===== src/rtl/imm_packer.sv =====
// Narrows 8-bit signed values into 6-bit or 4-bit immediate fields.
// Two-stage valid/ready pipeline with range check, optional clamp and a sticky overflow count.
module imm_packer #(
    parameter bit SATURATE = 1'b1
) (
    input  logic       clk,
    input  logic       reset,
    input  logic       in_valid,
    output logic       in_ready,
    input  logic [7:0] in_data,
    input  logic       in_want6,
    output logic       out_valid,
    input  logic       out_ready,
    output logic [5:0] out_data,
    output logic       out_is_6bits,
    output logic       out_ovf,
    input  logic       ovf_clear,
    output logic [7:0] ovf_count
);

    typedef struct packed {
        logic [7:0] data;
        logic       want6;
        logic       fit6;
        logic       fit4;
    } stage_a_t;

    logic     a_valid;
    stage_a_t a_q;
    logic     b_can_load;
    logic     a_load;
    logic     fit;
    logic [5:0] trunc_field;
    logic [5:0] sat_field;
    logic [5:0] packed_field;

    assign b_can_load = !out_valid || out_ready;
    assign a_load     = !a_valid || b_can_load;
    assign in_ready   = a_load;

    // Stage A: capture the raw value and precompute both fit flags.
    always_ff @(posedge clk or posedge reset) begin
        if (reset) begin
            a_valid <= 1'b0;
            a_q     <= '0;
        end else if (a_load) begin
            a_valid <= in_valid;
            if (in_valid) begin
                a_q.data  <= in_data;
                a_q.want6 <= in_want6;
                a_q.fit6  <= (&in_data[7:5]) | ~(|in_data[7:5]);
                a_q.fit4  <= (&in_data[7:3]) | ~(|in_data[7:3]);
            end
        end
    end

    always_comb begin
        fit          = a_q.want6 ? a_q.fit6 : a_q.fit4;
        trunc_field  = a_q.want6 ? a_q.data[5:0]
                                 : {a_q.data[3], a_q.data[3], a_q.data[3:0]};
        sat_field    = a_q.want6 ? (a_q.data[7] ? 6'h20 : 6'h1F)
                                 : (a_q.data[7] ? 6'h38 : 6'h07);
        packed_field = (fit || !SATURATE) ? trunc_field : sat_field;
    end

    // Stage B: output register, held while the consumer stalls.
    always_ff @(posedge clk or posedge reset) begin
        if (reset) begin
            out_valid    <= 1'b0;
            out_data     <= '0;
            out_is_6bits <= 1'b0;
            out_ovf      <= 1'b0;
        end else if (b_can_load) begin
            out_valid <= a_valid;
            if (a_valid) begin
                out_data     <= packed_field;
                out_is_6bits <= a_q.want6;
                out_ovf      <= !fit;
            end
        end
    end

    always_ff @(posedge clk or posedge reset) begin
        if (reset) begin
            ovf_count <= '0;
        end else if (ovf_clear) begin
            ovf_count <= '0;
        end else if (out_valid && out_ready && out_ovf && (ovf_count != 8'hFF)) begin
            ovf_count <= ovf_count + 8'd1;
        end
    end

endmodule

===== config.mk =====
export PLATFORM = sky130hd
export DESIGN_NAME = imm_packer
export DESIGN_NICKNAME = d
export VERILOG_FILES = /design/src/rtl/imm_packer.sv
export SDC_FILE = /design/constraint.sdc
export NUM_CORES = 1
export LEC_CHECK = 0
export CAP_MARGIN = 20
export CORE_MARGIN = 2
export CORE_UTILIZATION = 44
export CTS_CLUSTER_DIAMETER = 30
export DETAILED_ROUTE_END_ITERATION = 16
export PLACE_DENSITY_LB_ADDON = 0.1
export SLEW_MARGIN = 0
export SYNTH_ARGS = -nofsm -noshare
export SYNTH_HDL_FRONTEND = slang
export SYNTH_SLANG_ARGS = --single-unit

===== constraint.sdc =====
create_clock -name clk -period 1.7 [get_ports clk]
set_clock_uncertainty 0.1 [all_clocks]
set_input_delay 0.34 -clock clk [delete_from_list [all_inputs] [get_ports clk]]
set_output_delay 0.34 -clock clk [all_outputs]
set_load 0.005 [all_outputs]

### Word-level counts from Yosys, hierarchy flattened

Cells that the tools add are included.
Widths: inputs -> output; s select.

| word-level totals | value |
|---|---|
| register bits after elaboration | 29 |
| latch bits | 0 |
| memory bits (writable) | 0 |
| memory bits (read-only) | 0 |
| input bits | 14 |
| output and inout bits | 18 |
| logic and storage cells | 39 |
| memories | 0 |

| cells by class | value |
|---|---|
| add/sub/neg operators | 1 |
| multiply operators | 0 |
| divide/modulo/power cells | 0 |
| $lt $le $gt $ge | 0 |
| equality and inequality tests | 1 |
| shift operators | 0 |
| muxes and demuxes | 8 |
| bitwise operators | 4 |
| reduce and logical (&&, ||, !) cells | 15 |

Operators with widths:

| operator | number |
|---|---|
| $mux 6 | 5 |
| $mux 8 | 2 |
| $add 8x1->8 const B | 1 |
| $ne 8x8->1 const B | 1 |
| $reduce_and 5->1 | 1 |
| $reduce_or 5->1 | 1 |
| $reduce_and 2->1 | 2 |
| $logic_and 1x1->1 | 3 |
| $logic_not 1->1 | 3 |
| $reduce_and 3->1 | 1 |
| $reduce_or 3->1 | 1 |
| $logic_or 1x1->1 | 2 |
| $not 1->1 | 2 |
| $or 1x1->1 | 2 |
| $reduce_bool 2->1 | 1 |
| $mux 1 | 1 |

### Longest topological paths before layout

| depth | value |
|---|---|
| word-level depth | 5 |
| gate-level depth with buffers | 4 |
| mapped depth without buffers | 4 |

### Least setup slack after synthesis

No wires, ideal clock.

| timing | value |
|---|---|
| path kind | register -> register |
| start | register ovf_count[0] |
| end | register ovf_count[3] |
| library setup time | 0.125 ns |
| data arrival time | 1.417 ns |
| data required time | 1.475 ns |
| slack | 0.059 ns |
| stages on the path, launching flop included | 5 |
| path buffers | 0 |
| clock period less this slack | 1.641 ns |
| cell sequence | dfrtp_1 -> ha_1 -> and2_1 -> a211oi_1 -> mux2_2 |

| between the ends | value |
|---|---|
| word-level cells in the longest chain between the ends | 3 |
| elaborated cells on any way between the ends | 6 |
| classes of those cells | add/sub: 1; eq/ne: 1; mux: 2; reduce/logical: 2 |

RTL lines:

| item | RTL line | source |
|---|---|---|
| from (decl) | 18 | `output logic [7:0] ovf_count` |
| from (signal assigned) | 89 | `ovf_count <= ovf_count + 8'd1;` |
| $add 8x1->8 / $ne 8x8->1 (equally long branches) | 89, 88 |  |
| $mux 8 / $logic_and 1x1->1 (equally long branches) | 88 | `end else if (out_valid && out_ready && out_ovf && (ovf_count != 8'hFF)) begin` |
| $mux 8 / $reduce_bool 2->1 (equally long branches) | n/a |  |

Parallel ways exist; a longest one is shown, timed or not. The select of a mux whose other input is x is not followed.
A chain may end at the register's enable or synchronous reset.

### Worst setup path after layout

| timing | value |
|---|---|
| start | register out_data[3] |
| end | output out_data[3] |

RTL lines:

| item | RTL line | source |
|---|---|---|
| from (decl) | 14 | `output logic [5:0] out_data,` |
| from (signal assigned) | 76 | `out_data <= packed_field;` |

No word-level cell between the ends.

==> metrics.yaml <==
power:
  power_leakage_nw: 0.9689
  power.density_nw_per_um2: 847.6
  irDropWorstVdd_v: 0.0005282
min_path:
  hold_class: "input port to asynchronous set/reset pin"
critical_path:
  endpoint_kind: "primary output"
  critPathBufInv: 1
  path_depth: 1
  reg2reg_from: "ovf_count[0]"
  crit_path_start: "out_data[3]"
  required_ps: 1260
  ff2ff_setup_slack_ps: 70
  crit_fanout: 2
  cpLargestDelayFamily: "buffers and inverters"
  slowest_delay_ps: 500
  r2r_cells: 5
  start_kind: "flip-flop"
  crit_type: "flip-flop to primary output"
  crit_chain: "clkdlybuf4s50_1"
  cp_slowest_cell: "clkdlybuf4s50_1"
  arrival_ps: 1210
yosys:
  ys_seq_area_share_pct: 50.63
  synth_cell_types: 32
  synth_common_cells: "dfrtp_1, mux2_2, nand2_1"
  yosysTopAreaCellShare_pct: 50.63
  syn_area_um2: 1384
  postSynthCellCount: 119
  synthMuxAreaShare_pct: 16.91
  yosys_register_bits: 28
  synthAdderAreaFrac_pct: 0.9042
  synth_simple_gate_area_share_pct: 14.92
  synthFlopType: "dfrtp_1"
  ys_top_cells_by_area: "dfrtp_1, mux2_2, mux2_4"
  synth_most_common_cell: "dfrtp_1"
  synth_nets: 134
  synth_warnings: 0
  ys_async_sr_fraction_pct: 100.0
  avgSynthCellArea_um2: 11.63
  yosys.area_share.xor_xnor_pct: 0.6329
  synth_top_cell_by_area: "dfrtp_1"
  synth_compound_area_share_pct: 13.38
  synth_edf_count: 0
  synth_top_family_by_area: "multiplexers"
route:
  wl_met2_mm: 1.622
  wl_met1_mm: 1.350
  vias: 1186
  top_layer: "met4"
  drt-initial-drc-count: 53
  drc: 0
  postRouteAntennaNets: 0
  dr_wl_met3_um: 121
  via_per_inst: 5.342
  dr.pass1.iters: 4
  routedWlPerCell_um: 14.26
  wirelength_mm: 3.165
global_route:
  grt_overflow: 0
  grt_pass1_wl_mm: 5.175
  grt_pass1_vias: 1160
  antenna_found_initial: 0
  grt.total_usage_pct: 19.13
  grt_max_degree: 29
clock_tree:
  cts_tree: "yes"
  cts.sinks: 28
  cts-hold-fix-buffers: 0
  cts_buffers: 3
  clk_latency_ps: 330
  clockBufferDepth: 2
  root_buffer: "clkbuf_4"
  path_clk_slew_ps: 160
  htreeDepth: 1
placed_design:
  port_buffers: 31
  gp_congestion: 0.8958
  dp_hpwl_mm: 2.276
  postPlaceCellArea_um2: 1878
timing:
  slew_headroom_pct: 76.00
  worstMarginPinSlew_ps: 360.0
  clock.fmax_ghz: 0.6043
  rsz0062_at_grt: "false"
  period_share_pct: 97.34
  finalCriticalPeriod_ps: 1655
  finalMaxSlewViolations: 0
  finalSetupViolCount: 0
  hold_viol_final: 0
cells_and_area:
  nets: 194
  finalInstanceArea_um2: 1988
  area_delta_synth_final_pct: 43.67
  fin_util_pct: 65.66
  diodes: 0
  drive_above_1_share_pct: 31.46
die:
  fp.dieH_um: 60.08
  die_w_um: 60.08
  die_area_um2: 3610
  initial_core_util_pct: 45.70
  fp-row-count: 20
  io_pins: 32
  coreArea_um2: 3028
flow_run:
  max_cap_violations: 0
outcome:
  status: "complete, no violations"
## cells in the final DEF (no fill, tap or decap), types with 2 or more instances in the layout
master / count
a211oi_1: 3
a21boi_0: 2
a21oi_1: 4
a311oi_1: 2
a31oi_1: 4
a41oi_1: 5
and2_1: 2
and3_1: 4
and4_1: 2
buf_4: 29
clkbuf_4: 3
clkdlybuf4s50_1: 17
dfrtp_1: 27
dlygate4sd2_1: 8
dlymetal6s2s_1: 6
inv_1: 2
mux2_2: 15
mux2_4: 3
mux2i_1: 2
nand2_1: 7
nand2b_1: 5
nand3_1: 4
nor2_1: 4
nor2b_1: 5
## flip-flops by register name, summed over array words and instances (netlist names)
| signal | count |
|---|---|
| out_valid | 1 |
| out_is_6bits | 1 |
| a_valid | 1 |
| a_q | 10 |
| ovf_count | 8 |
| out_data | 6 |
| out_ovf | 1 |
## routing by layer
layer  track usage (%)  vias up
met5                 0        -
met1             22.70      580
met3             2.381        6
met4             7.937        0
li1                  -      563
met2             34.47       37
## per-stage QoR
stage                     hold slack [ps]  worst slack [ps]  cells  setup TNS [ps]  power, W
after floorplan                     305.4             58.54    119               0  0.001080
after global placement              387.0            -274.1    210           -3491  0.001327
after detailed placement            397.0            -299.9    210           -4202  0.001349
after CTS                           255.0             11.38    220               0  0.001688
after global routing                287.4             4.419    222               0  0.001771
final                               240.0             45.24    222               0  0.001685
## timing repair
item | in CTS | in global routing
cloned | 0 | 0
gates resized for setup | 9 | 8
endpoints found under the hold margin | 0 | 0
buffers inserted | 6 | 2
setup endpoints to repair | 11 | 8
## final timing paths
check	end
worst max-delay path	out_data[3]
worst min-delay path	out_data[3]
worst max register to register	ovf_count[3]
worst min register to register	out_data[5]
max in group asynchronous	ovf_count[2]
min in group clk	out_data[5]
## cells by family (layout without fill, tap and decap cells)
family / Yosys count / in the layout
AOI/OAI and AO/OA: 25 / 25
xor gates and xnor gates: 1 / 1
adders and majority gates: 1 / 1
buffers and inverters: 7 / 66
DFF: 28 / 28
muxes: 20 / 20
and+or+nand+nor: 37 / 37
## power by group
group | internal [W] | leakage (nW) | total, W | switching, W
Sequential | 0.000766 | 0.340 | 0.000833 | 0.0000674
Combinational | 0.000336 | 0.608 | 0.000522 | 0.000186
Clock | 0.000131 | 0.0210 | 0.000330 | 0.000199
Total | 0.00123 | 0.969 | 0.00169 | 0.000453
## final cells by class
class	instances	area [um^2]
fillers	245	1040
flip-flops and latches	28	701.9
multi-input cells	84	654.4
repair buffers	60	533.0
well taps	44	55.05
clock buffers	4	36.28
inverters	2	7.507
Power figures use the tool's default switching activity.
